## src/rtl/uart_cfg_pkg.sv

```systemverilog
// uart_cfg_pkg: shared constants, state encodings and helpers for the
// serial configuration receiver.
//   HDR_BYTE      - frame start marker
//   BCAST_GA      - geographic address that every board accepts
//   rx_state_e    - byte receiver (8N1 deserialiser) states
//   parse_state_e - frame parser states
//   ga_match()    - address filter (own slot or broadcast)
package uart_cfg_pkg;

  localparam logic [7:0] HDR_BYTE = 8'hAA;
  localparam logic [4:0] BCAST_GA = 5'h1F;

  typedef enum logic [1:0] {
    RX_IDLE,
    RX_START,
    RX_DATA,
    RX_STOP
  } rx_state_e;

  typedef enum logic [2:0] {
    PS_HDR,
    PS_ADDR,
    PS_IDX,
    PS_DATA,
    PS_CKS
  } parse_state_e;

  // ADDR[7:5] is deliberately not an argument: only the slot field matters.
  function automatic logic ga_match(input logic [4:0] addr, input logic [4:0] ga);
    return (addr == ga) || (addr == BCAST_GA);
  endfunction

endpackage

```

## src/rtl/uart_rx_byte.sv

```systemverilog
// uart_rx_byte: 8N1 UART byte receiver.
//   clk      in   system clock
//   rst      in   synchronous active-high reset
//   rxb      in   asynchronous serial line (idle high, LSB first)
//   rx_data  out  received byte, valid while rx_vld is high
//   rx_vld   out  one-cycle strobe, cycle after a high stop-bit sample
//   rx_fe    out  one-cycle strobe, cycle after a low stop-bit sample
// The line is synchronised by two flops; a falling edge seen in IDLE starts
// the bit timer, the start bit is re-checked half a bit later, and every
// following bit is sampled one full bit period after the previous sample.
module uart_rx_byte
  import uart_cfg_pkg::*;
#(
  parameter int CLKS_PER_BIT = 87
) (
  input  logic       clk,
  input  logic       rst,
  input  logic       rxb,
  output logic [7:0] rx_data,
  output logic       rx_vld,
  output logic       rx_fe
);

  localparam int CW = (CLKS_PER_BIT > 1) ? $clog2(CLKS_PER_BIT) : 1;
  localparam logic [CW-1:0] BIT_LAST  = CW'(CLKS_PER_BIT - 1);
  localparam logic [CW-1:0] HALF_LAST = CW'(CLKS_PER_BIT / 2 - 1);

  logic          sync1_q, sync2_q, prev_q;
  rx_state_e     state_q, state_d;
  logic [CW-1:0] cnt_q, cnt_d;
  logic [2:0]    bit_q, bit_d;
  logic [7:0]    shift_q, shift_d;
  logic [7:0]    data_q, data_d;
  logic          vld_q, vld_d;
  logic          fe_q, fe_d;

  // Synchroniser chain plus one delayed copy for falling-edge detection.
  always_ff @(posedge clk) begin
    if (rst) begin
      sync1_q <= 1'b1;
      sync2_q <= 1'b1;
      prev_q  <= 1'b1;
    end else begin
      sync1_q <= rxb;
      sync2_q <= sync1_q;
      prev_q  <= sync2_q;
    end
  end

  // Receiver state and datapath registers.
  always_ff @(posedge clk) begin
    if (rst) begin
      state_q <= RX_IDLE;
      cnt_q   <= {CW{1'b0}};
      bit_q   <= 3'd0;
      shift_q <= 8'h00;
      data_q  <= 8'h00;
      vld_q   <= 1'b0;
      fe_q    <= 1'b0;
    end else begin
      state_q <= state_d;
      cnt_q   <= cnt_d;
      bit_q   <= bit_d;
      shift_q <= shift_d;
      data_q  <= data_d;
      vld_q   <= vld_d;
      fe_q    <= fe_d;
    end
  end

  // Bit timing, deserialisation and stop-bit decision.
  always_comb begin
    state_d = state_q;
    cnt_d   = cnt_q + CW'(1);
    bit_d   = bit_q;
    shift_d = shift_q;
    data_d  = data_q;
    vld_d   = 1'b0;
    fe_d    = 1'b0;
    case (state_q)
      RX_IDLE: begin
        cnt_d = {CW{1'b0}};
        if (prev_q && !sync2_q) begin
          state_d = RX_START;
        end else begin
          state_d = RX_IDLE;
        end
      end
      RX_START: begin
        if (cnt_q == HALF_LAST) begin
          cnt_d = {CW{1'b0}};
          bit_d = 3'd0;
          // A start bit that is already high again was only a glitch.
          if (sync2_q) begin
            state_d = RX_IDLE;
          end else begin
            state_d = RX_DATA;
          end
        end else begin
          state_d = RX_START;
        end
      end
      RX_DATA: begin
        if (cnt_q == BIT_LAST) begin
          cnt_d   = {CW{1'b0}};
          shift_d = {sync2_q, shift_q[7:1]};
          bit_d   = bit_q + 3'd1;
          if (bit_q == 3'd7) begin
            state_d = RX_STOP;
          end else begin
            state_d = RX_DATA;
          end
        end else begin
          state_d = RX_DATA;
        end
      end
      RX_STOP: begin
        if (cnt_q == BIT_LAST) begin
          // Re-arm at the stop-bit centre so a back-to-back start edge is seen.
          state_d = RX_IDLE;
          if (sync2_q) begin
            data_d = shift_q;
            vld_d  = 1'b1;
          end else begin
            fe_d   = 1'b1;
          end
        end else begin
          state_d = RX_STOP;
        end
      end
      default: begin
        state_d = RX_IDLE;
      end
    endcase
  end

  assign rx_data = data_q;
  assign rx_vld  = vld_q;
  assign rx_fe   = fe_q;

endmodule

```

## src/rtl/uart_cfg_rx.sv

```systemverilog
// uart_cfg_rx: addressed configuration-frame receiver and register bank.
// Frame: 0xAA, ADDR, IDX, REG_W/8 data bytes (MSB first), CKS = XOR of
// ADDR, IDX and data bytes.
//   I_clk_10M  in   sole clock
//   I_rst      in   synchronous active-high reset
//   I_rxb      in   asynchronous UART line
//   I_GA       in   geographic address of this board
//   O_regs     out  register bank, register k at [k*REG_W +: REG_W]
//   O_upd_vld  out  one-cycle pulse when a register is written
//   O_upd_idx  out  index of the written register
//   O_fe       out  one-cycle pulse on a low stop bit (frame aborted)
//   O_cks_err  out  one-cycle pulse on a checksum mismatch
module uart_cfg_rx
  import uart_cfg_pkg::*;
#(
  parameter  int CLKS_PER_BIT = 87,
  parameter  int NUM_REGS     = 3,
  parameter  int REG_W        = 32,
  parameter  int TIMEOUT_CLKS = 20000,
  localparam int IDX_W        = (NUM_REGS > 1) ? $clog2(NUM_REGS) : 1
) (
  input  logic                      I_clk_10M,
  input  logic                      I_rst,
  input  logic                      I_rxb,
  input  logic [4:0]                I_GA,
  output logic [NUM_REGS*REG_W-1:0] O_regs,
  output logic                      O_upd_vld,
  output logic [IDX_W-1:0]          O_upd_idx,
  output logic                      O_fe,
  output logic                      O_cks_err
);

  localparam int TW = $clog2(TIMEOUT_CLKS + 1);
  localparam logic [TW-1:0] TMO_LAST = TW'(TIMEOUT_CLKS - 1);
  localparam logic [3:0]    NB_LAST  = 4'(REG_W / 8 - 1);

  logic [7:0] rx_data;
  logic       rx_vld, rx_fe;

  parse_state_e                      state_q, state_d;
  logic [4:0]                        addr_q, addr_d;
  logic [7:0]                        idx_q, idx_d;
  logic [7:0]                        xor_q, xor_d;
  logic [REG_W-1:0]                  stage_q, stage_d;
  logic [3:0]                        bcnt_q, bcnt_d;
  logic [TW-1:0]                     tmo_q, tmo_d;
  logic [NUM_REGS-1:0][REG_W-1:0]    regs_q, regs_d;
  logic                              upd_vld_q, upd_vld_d;
  logic [IDX_W-1:0]                  upd_idx_q, upd_idx_d;
  logic                              cks_err_q, cks_err_d;
  logic                              timeout_s;

  uart_rx_byte #(
    .CLKS_PER_BIT(CLKS_PER_BIT)
  ) u_rx (
    .clk    (I_clk_10M),
    .rst    (I_rst),
    .rxb    (I_rxb),
    .rx_data(rx_data),
    .rx_vld (rx_vld),
    .rx_fe  (rx_fe)
  );

  // Parser, staging, timeout and register-bank registers.
  always_ff @(posedge I_clk_10M) begin
    if (I_rst) begin
      state_q   <= PS_HDR;
      addr_q    <= 5'd0;
      idx_q     <= 8'd0;
      xor_q     <= 8'd0;
      stage_q   <= {REG_W{1'b0}};
      bcnt_q    <= 4'd0;
      tmo_q     <= {TW{1'b0}};
      regs_q    <= {(NUM_REGS*REG_W){1'b0}};
      upd_vld_q <= 1'b0;
      upd_idx_q <= {IDX_W{1'b0}};
      cks_err_q <= 1'b0;
    end else begin
      state_q   <= state_d;
      addr_q    <= addr_d;
      idx_q     <= idx_d;
      xor_q     <= xor_d;
      stage_q   <= stage_d;
      bcnt_q    <= bcnt_d;
      tmo_q     <= tmo_d;
      regs_q    <= regs_d;
      upd_vld_q <= upd_vld_d;
      upd_idx_q <= upd_idx_d;
      cks_err_q <= cks_err_d;
    end
  end

  // Inter-byte timeout: a byte strobe in the same cycle wins and reloads.
  always_comb begin
    if ((state_q == PS_HDR) || rx_vld) begin
      tmo_d = {TW{1'b0}};
    end else begin
      tmo_d = tmo_q + TW'(1);
    end
    timeout_s = (state_q != PS_HDR) && !rx_vld && (tmo_q == TMO_LAST);
  end

  // Frame parser: next state, running checksum, staging and bank write.
  always_comb begin
    state_d   = state_q;
    addr_d    = addr_q;
    idx_d     = idx_q;
    xor_d     = xor_q;
    stage_d   = stage_q;
    bcnt_d    = bcnt_q;
    regs_d    = regs_q;
    upd_vld_d = 1'b0;
    upd_idx_d = upd_idx_q;
    cks_err_d = 1'b0;
    if (rx_fe) begin
      state_d = PS_HDR;
    end else if (rx_vld) begin
      case (state_q)
        PS_HDR: begin
          if (rx_data == HDR_BYTE) begin
            state_d = PS_ADDR;
            xor_d   = 8'h00;
          end else begin
            state_d = PS_HDR;
          end
        end
        PS_ADDR: begin
          addr_d  = rx_data[4:0];
          xor_d   = xor_q ^ rx_data;
          state_d = PS_IDX;
        end
        PS_IDX: begin
          idx_d   = rx_data;
          xor_d   = xor_q ^ rx_data;
          bcnt_d  = 4'd0;
          state_d = PS_DATA;
        end
        PS_DATA: begin
          xor_d   = xor_q ^ rx_data;
          stage_d = (stage_q << 8) | REG_W'(rx_data);
          bcnt_d  = bcnt_q + 4'd1;
          if (bcnt_q == NB_LAST) begin
            state_d = PS_CKS;
          end else begin
            state_d = PS_DATA;
          end
        end
        PS_CKS: begin
          state_d = PS_HDR;
          if (rx_data != xor_q) begin
            cks_err_d = 1'b1;
          end else if (ga_match(addr_q, I_GA) && (idx_q < 8'(NUM_REGS))) begin
            upd_vld_d = 1'b1;
            upd_idx_d = idx_q[IDX_W-1:0];
            for (int k = 0; k < NUM_REGS; k++) begin
              if (idx_q == 8'(k)) begin
                regs_d[k] = stage_q;
              end else begin
                regs_d[k] = regs_q[k];
              end
            end
          end else begin
            // Valid checksum but not for us, or no such register: drop quietly.
            upd_vld_d = 1'b0;
          end
        end
        default: begin
          state_d = PS_HDR;
        end
      endcase
    end else if (timeout_s) begin
      state_d = PS_HDR;
    end else begin
      state_d = state_q;
    end
  end

  assign O_regs    = regs_q;
  assign O_upd_vld = upd_vld_q;
  assign O_upd_idx = upd_idx_q;
  assign O_fe      = rx_fe;
  assign O_cks_err = cks_err_q;

endmodule

```

## config.mk

```make
export PLATFORM = sky130hd
export DESIGN_NAME = uart_cfg_rx
export DESIGN_NICKNAME = d
export VERILOG_FILES = /design/src/rtl/uart_cfg_pkg.sv /design/src/rtl/uart_rx_byte.sv /design/src/rtl/uart_cfg_rx.sv
export SDC_FILE = /design/constraint.sdc
export NUM_CORES = 1
export LEC_CHECK = 0
export CAP_MARGIN = 20
export CORE_ASPECT_RATIO = 0.9
export CORE_MARGIN = 10
export CORE_UTILIZATION = 40
export DETAILED_ROUTE_END_ITERATION = 8
export HOLD_SLACK_MARGIN = 0.15
export SYNTH_ARGS = -nofsm -noshare
export SYNTH_HDL_FRONTEND = slang
export SYNTH_HIERARCHICAL = 1
export SYNTH_SLANG_ARGS = --single-unit
```

## constraint.sdc

```tcl
create_clock -name I_clk_10M -period 5.7 [get_ports I_clk_10M]
set_clock_uncertainty 0.05 [all_clocks]
set_input_delay 0.57 -clock I_clk_10M [delete_from_list [all_inputs] [get_ports I_clk_10M]]
set_output_delay 0.57 -clock I_clk_10M [all_outputs]
set_load 0.03 [all_outputs]
```

* Word level (Yosys, flattened, before mapping) *
Index checks and enable logic that the tools add are counted.

storage, ports and cells
  register bits = 208
  bits in latches = 0
  bits in writable memories = 0
  memory bits (read-only) = 0
  output and inout bits = 101
  logic and storage cells = 116
  memories kept = 0

cells by class
  add/subtract/negate cells = 4
  multipliers = 0
  divide/modulo/power cells = 0
  $lt $le $gt $ge = 1
  eq/ne operators = 21
  shift-type cells = 0
  muxes and demuxes = 25
  bitwise gates (word level) = 8
  reductions and logical operators = 34

operators by type and width
  cell                     count
  $or A32 B8 Y32           1
  $pmux W7 S3              1
  $reduce_and A3 Y1        6
  $reduce_and A6 Y1        3
  $pmux W8 S2              1
  $add A15 B1 Y15 const B  1
  $eq A15 B15 Y1 const B   1
  $mux W3                  5
  $mux W7                  2
  $pmux W3 S4              1
  $eq A8 B1 Y1 const B     1
  $eq A8 B2 Y1 const B     1
  $eq A8 B8 Y1 const B     1
  $logic_not A8 Y1         1
  $lt A8 B2 Y1 const B     1
  $mux W1                  8
  $mux W8                  1
  $ne A8 B8 Y1             1
  $pmux W2 S4              1
  $pmux W4 S2              1
  $reduce_bool A2 Y1       4
  $xor A8 B8 Y8            1
  $add A7 B1 Y7 const B    1
  $eq A7 B6 Y1 const B     1
  other kinds (28)         47

* Longest topological paths before layout *
Gate-level depths: netlist of the first run.

  word-level depth = 5
  mapped depth = 7

* Modules after synthesis *
The synthesis of the first run kept the hierarchy.

modules (own cells, without submodules)
  module        times used  cells each  area an instance (µm²)  sequential area each (µm²)
  uart_cfg_rx   1           744         7074.3                  3503.4
  uart_rx_byte  1           156         1441.4                  660.6

* Least setup slack after synthesis of the first run *
OpenSTA, ideal clock, no wires.

  path kind = register -> register
  start point = register u_rx.fe_q (netlist: u_rx/rx_fe)
  end point = register regs_q (netlist bit O_regs[65])
  arrival time = 1964 ps
  required time = 5524 ps
  path slack = 3559 ps
  cell stages (with the launch flop) = 6
  path buffers = 1
  period minus slack after synthesis = 2141 ps
  path through = dfxtp_1 -> or4_1 -> a2111oi_4 -> nand4_1 -> buf_2 -> mux2i_1

on the way
  word-level cells in the longest chain between the ends = 2

RTL lines
  what                         RTL line            RTL
  start: declaration           uart_rx_byte.sv:35  logic fe_q, fe_d;
  start signal: assignment     uart_rx_byte.sv:59  fe_q <= 1'b0;
  start signal: assignment     uart_rx_byte.sv:67  fe_q <= fe_d;
  $not A1 Y1 (no line)         --
  $reduce_and A6 Y1 (no line)  --
  end signal: assignment       uart_cfg_rx.sv:74   regs_q <= {(NUM_REGS*REG_W){1'b0}};
  end signal: assignment       uart_cfg_rx.sv:86   regs_q <= regs_d;
  end: declaration             uart_cfg_rx.sv:47   logic [NUM_REGS-1:0][REG_W-1:0] regs_q, regs_d;

Every way passes these cells.
A chain may end at the register's enable or synchronous reset.

* Worst setup path after layout of the first run *
  start point = input I_GA[4]
  end point = register regs_q (netlist bit O_regs[44])

on the way
  word-level cells in the longest chain between the ends = 4

RTL lines
  what                         RTL line            RTL
  start: declaration           uart_cfg_rx.sv:25   input logic [4:0] I_GA,
  $eq A5 B5 Y1                 uart_cfg_pkg.sv:30  return (addr == ga) || (addr == BCAST_GA);
  $logic_or A1 B1 Y1           uart_cfg_pkg.sv:30
  $logic_and A1 B1 Y1          uart_cfg_rx.sv:152  end else if (ga_match(addr_q, I_GA) && (idx_q < 8'(NUM_REGS))) begin
  $reduce_and A6 Y1 (no line)  --

Every way passes these cells.

==> impl_results.md, run 1 <==
* Gate power share at 0.015
* CTS tree: built
* Number of buffers created by CTS at 22
* Synth Flop Type: dfxtp_1
* Die ar. at 0.0275 sq mm
* Peak supply drop at 0.162 mV
* Crit path to: O_regs[44]
* Top cells by area, synth: dfxtp_1, mux2i_1, nand2b_1
* Ratio of cells with drive above 1 in the final layout at 0.0493
* Worst R2R Path Depth at 5
* PostCTS Resize Cnt at 0
* Most common cell in the netlist: dfxtp_1
* CP Buf/Inv Count at 1
* Worst Hold Class: register to register
* Final Max Slew Viols at 0
* Yosys warns at 6
* Clk pin slew, worst setup/hold paths at 0.06 ns
* Clk sinks at 208
* Via count at 6312
* Number of port buffers at 108
* GRT Overall Usage at 0.138
* Clk_lat worst skew at 0.50 ns
* Unrepaired setup endpoints after global routing: false
* Chip width at 174 um
* Initial antenna violation count at 0
* #FFs+latches synth at 208
* Height of the die at 158 um
* Hold buffer count at CTS at 0
* R2r setup slk at 2.99 ns
* Vias in the first global route at 6087
* Fin crit share at 0.491
* Net Count, Synth at 914
* Post-Route WL at 19700 um
* Largest net degree at the start of global routing at 95
* Post-synthesis async set-or-reset flop share at 0
* Vias per inst at 4.94
* Initial Util at 0.408
* Setup crit start kind: primary input
* Num rows at 50
* Outcome: complete, no violations
* Slew margin rel. at 0.293
* DR WL/cell at 15.4 um
* Synth cell count leaders: dfxtp_1, nand2b_1, mux2i_1
* Synthesized instance count at 900
* Seq pwr share at 0.493
* Final worst slack at 2.90 ns
* GRT overflow at 0
* DR pass1 iterations at 4
* Switching Share at 0.201
* Min Tclk post-route at 2.80 ns
* Setup TNS at 0 ns
* Internal Power at 2.36 mW
* Synth cell types at 47
* IO Count at 109
* Longest Clk Path Bufs at 3
* Post-CTS Setup Bufs at 0
* Cell taking the most area after synthesis: dfxtp_1
* Synth top area share at 0.489
* Worst Path Arrival at 3.15 ns
* Antenna-violating nets left at 0
* Worst reg2reg startpoint: state_q[0]
* Max_cap viols at 0
* Nets at 991
* Worst-Margin Slew at 1.06 ns
* Clock tree root buffer cell: clkbuf_16
* Antenna diode count at 0
* Setup crit start: I_GA[4]
* Post-synth EDFFs at 0
* Worst endpoint required time at 6.06 ns
* Max FO, Critical Path at 33
* DR iter-0 viols at 357
* Placeable Area at 0.0209 sq mm
* Synth Area per Inst at 9.46 sq um
* Worst reg2reg endpoint: O_regs[44]
* Setup violators final at 0
* Psw at 0.595 mW
* Fmax at 357 MHz
* Final Hold Viols at 0
* Crit path depth at 6
* First-pass GRT wire length at 32400 um
* Crit path kind: primary input to register
* Critical Path End Type: register
* Clock share of power at 0.491
* CP top delay family: simple AND/OR/NAND/NOR gates
* CP cell instances: clkdlybuf4s50_1 -> xnor2_1 -> nand3_1 -> o31ai_1 -> nand4_4 -> mux2i_1
* CP peak stage delay at 0.81 ns
* Post-synthesis sequential area ratio at 0.489
* Pre-CTS WS at 2.34 ns
* P&R area growth vs syn at 23.1%
* Pwr dens at 282 mW/mm^2
* HPWL after detailed placement at 12900 um
* Post-Syn Area at 0.00852 sq mm
* Leakage power at 4.07 nW
* CP max-delay cell: nand4_4
* # H-tree levels at 1
* DRC at 0
* Gpl congestion at 0.773
-- worst register-to-register path: cells and delay by family (launching register included) --
family             cells  cell delay, ns
AOI/OAI and AO/OA      1            0.45
and+or+nand+nor        3            1.18
DFF                    1            0.52
muxes                  1            0.42
-- sequential cells by signal, summed over array words and instances (netlist names) --
| name | flops |
|---|---|
| u_rx/prev_q | 1 |
| u_rx/cnt_q | 7 |
| O_upd_vld | 1 |
| state_q | 3 |
| tmo_q | 15 |
| u_rx/state_q | 2 |
| stage_q | 32 |
| u_rx/sync1_q | 1 |
| addr_q | 5 |
| idx_q | 8 |
| u_rx/sync2_q | 1 |
| bcnt_q | 4 |
| O_upd_idx | 2 |
| u_rx/rx_vld | 1 |
| u_rx/bit_q | 3 |
| O_regs | 96 |
| u_rx/rx_data | 8 |
| xor_q | 8 |
| u_rx/shift_q | 8 |
| u_rx/rx_fe | 1 |
| O_cks_err | 1 |
-- through the flow --
step	power, mW	hold WS (ns)	util	instance area (sq um)	std cells
floorplan	1.52	0.339	-	8520	900
global placement	1.54	0.341	0.466	9740	1239
detailed placement	1.54	0.350	0.466	9740	1239
CTS	3.00	0.360	0.502	10500	1279
global route	3.05	0.372	0.502	10500	1279
finish	2.95	0.359	0.502	10500	1279
-- layout by cell type, fill, tap and decap left out, drive strengths merged, types with 3 or more instances in the layout --
cell type / n
clkinv: 4
xnor2: 16
a211oi: 5
a21oi: 71
o31ai: 14
ha: 6
or3: 4
or2: 4
clkdlybuf4s50: 107
and3: 6
nor3: 9
nand4: 19
o21ai: 30
nand2: 85
buf: 7
nand3: 22
nor4: 5
dfxtp: 208
nor2: 39
inv: 7
nand2b: 135
a221oi: 3
clkbuf: 33
mux2i: 102
xor2: 13
nand3b: 10
nor2b: 5
-- logic make-up (layout without fill, tap and decap cells) --
family | Yosys count | after routing | share of synthesized area
fa+ha+maj | 6 | 6 | 0.00882
buf+inv | 68 | 161 | 0.0341
simple gates | 354 | 354 | 0.225
flops | 208 | 208 | 0.489
compound gates | 133 | 133 | 0.0933
xor+xnor | 29 | 29 | 0.0298
mux | 102 | 102 | 0.120
-- power by group through the flow --
stage | combinational [mW] | clock (mW) | sequential [mW]
after floorplan | 0.0355 | 0 | 1.49
after global placement | 0.0460 | 0 | 1.49
after detailed placement | 0.0461 | 0 | 1.49
after CTS | 0.0461 | 1.49 | 1.46
after global routing | 0.0500 | 1.54 | 1.46
final | 0.0455 | 1.45 | 1.46
-- final cells by class --
cell class                      count  area (sq um)
Sequential cell                   208          4160
Inverter                            7          26.3
Clock buffer                       33           653
Clock inverter                      7          87.6
Multi-Input combinational cell    624          4070
Fill cell                        1999         10400
Tap cell                          286           358
Timing Repair Buffer              114          1120
-- routing by layer --
metal  track usage  part of all wire
met1         0.190              0.50
met2         0.214              0.44
met3        0.0296             0.046
met4        0.0403             0.022
met5             0                 0
-- worst min path at each step --
| stage | startpoint | cells past startpoint | to |
|---|---|---|---|
| final | u_rx/sync1_q | 1 | u_rx/sync2_q |
| after global placement | u_rx/sync1_q | 1 | u_rx/sync2_q |
| after floorplan | u_rx/sync1_q | 1 | u_rx/sync2_q |
| after detailed placement | u_rx/sync1_q | 1 | u_rx/sync2_q |
| after global routing | u_rx/sync1_q | 1 | u_rx/sync2_q |
| after CTS | u_rx/sync1_q | 1 | u_rx/sync2_q |
(Power assumes the default switching activity.)
==> inputs of run 2 (changes only) <==
==> constraint.sdc (replaced) <==
create_clock -name I_clk_10M -period 2.8 [get_ports I_clk_10M]
set_clock_uncertainty 0.05 [all_clocks]
set_input_delay 0.28 -clock I_clk_10M [delete_from_list [all_inputs] [get_ports I_clk_10M]]
set_output_delay 0.28 -clock I_clk_10M [all_outputs]
set_load 0.03 [all_outputs]
==> run 2 against run 1 <==
Compared with the run above:
- critical endpoint is now O_regs[11]
- clock power up 89%
- count of clock-buffer cells in the layout did not move
- flip-flop and latch count is the same
- routed wire length rose by 2.1%
==> impl_results.md, run 2 (synthesized netlist as in run 1, its figures left out) <==
* Peak supply drop at 0.366 mV
* Hold depth at 2
* Setup crit start kind: register
* Antenna-violating nets left at 0
* Critical Path End Type: register
* Outcome: complete, no violations
* Final worst slack at 0.561 ns
* Worst endpoint required time at 3.11 ns
* Die ar. at 0.0275 sq mm
* GRT Overall Usage at 0.142
* Number of buffers created by CTS at 23
* HPWL after detailed placement at 13200 um
* Worst Hold Class: primary input to register
* DR pass1 iterations at 4
* Fmax at 447 MHz
* Nets at 1005
* Worst Hold Launch: I_rst
* Largest register FFs at 96
* Worst reg2reg startpoint: idx_q[7]
* Setup violators final at 0
* Hold buffer count at CTS at 0
* Leakage power at 4.12 nW
* Placeable Area at 0.0209 sq mm
* Most common cell after layout, fill and taps aside: dfxtp_1
* Unrepaired setup endpoints after global routing: false
* Initial Util at 0.408
* Final Hold Viols at 0
* FILL cells at 2006
* Antenna diode count at 0
* Largest net degree at the start of global routing at 77
* Number of port buffers at 108
* Chip width at 174 um
* Worst R2R Path Depth at 5
* Gpl congestion at 0.783
* Fin crit share at 0.800
* Crit path kind: register to register
* DR iter-0 viols at 439
* Initial antenna violation count at 0
* Min Tclk post-route at 2.24 ns
* Hold endpoint: u_rx/shift_q[4]
* Max FO, Critical Path at 32
* GRT overflow at 0
* Post-Route WL at 20100 um
* Slew margin rel. at 0.586
* Via count at 6348
* Pre-CTS WS at 0.562 ns
* # H-tree levels at 1
* DRC at 0
* Final cell count without fillers at 1290
* Pwr dens at 551 mW/mm^2
* Most frequent cells in the layout: dfxtp_1, nand2b_1, clkdlybuf4s50_1, mux2i_1, nand2_1
* Vias per inst at 4.92
* Clk pin slew, worst setup/hold paths at 0.06 ns
* Max_cap viols at 0
* PostCTS Resize Cnt at 0
* IO Count at 109
* Clk sinks at 208
* Num rows at 50
* Clk_lat worst skew at 0.49 ns
* R2r setup slk at 0.56 ns
* CTS tree: built
* Worst Path Arrival at 2.54 ns
* P&R area growth vs syn at 23.8%
* Height of the die at 158 um
* Vias in the first global route at 6384
* Ratio of cells with drive above 1 in the final layout at 0.0598
* Longest Clk Path Bufs at 3
* Final Max Slew Viols at 0
* First-pass GRT wire length at 33300 um
* DR WL/cell at 15.6 um
* Worst reg2reg endpoint: O_regs[11]
* Setup TNS at 0 ns
* Worst-Margin Slew at 0.621 ns
* Placed Cells at 1252
* Post-CTS Setup Bufs at 0
* Clock tree root buffer cell: clkbuf_16
==> run 2: stage by stage <==
step	total power [mW]	utilization	area, sq um	hold WS (ns)
global placement	3.13	0.472	9860	0.344
detailed placement	3.13	0.472	9860	0.352
finish	5.81	0.505	10500	0.212
CTS	5.89	0.505	10500	0.199
floorplan	3.10	-	8520	0.334
global route	6.01	0.505	10500	0.222
==> run 2: critical path, cell delays in order (launching register included) <==
cell	delay, ns
dfxtp_1	0.30
or4_1	0.57
a2111oi_4	0.48
nand4_1	0.15
buf_4	0.34
mux2i_1	0.19
==> run 2: worst max path at each step <==
stage	from	end	slack, ns	cells after the start
6_report	idx_q[7]	O_regs[11]	0.56	5
5_1_grt	state_q[1]	O_regs[2]	0.34	6
4_1_cts	idx_q[7]	O_regs[2]	0.55	5
3_5_place_dp	I_GA[1]	O_regs[82]	0.56	8
3_3_place_gp	I_GA[4]	O_regs[77]	0.60	8
2_1_floorplan	u_rx/rx_fe	O_regs[65]	0.66	5
==> run 2: final cells by class <==
| class | instances | area [sq um] | area share |
|---|---|---|---|
| clock buffer | 33 | 653 | 0.0619 |
| multi-input combinational | 624 | 4070 | 0.386 |
| clock inverter | 5 | 28.8 | 0.00273 |
| tap | 286 | 358 | 0.0339 |
| sequential | 208 | 4160 | 0.395 |
| timing repair buffer | 127 | 1250 | 0.118 |
| inverter | 7 | 26.3 | 0.00249 |
==> run 2: per-layer routing <==
layer | up-vias | global-route usage | routed length (um)
li1 | 3257 | - | -
met1 | 2959 | 0.197 | 10000
met2 | 117 | 0.220 | 8800
met3 | 15 | 0.0322 | 1040
met4 | 0 | 0.0325 | 257
met5 | - | 0 | 0
==> run 2: report_power, final <==
group | internal (mW) | switching, mW
combinational | 0.0472 | 0.0520
clock | 1.61 | 1.13
sequential | 2.96 | 0.00379
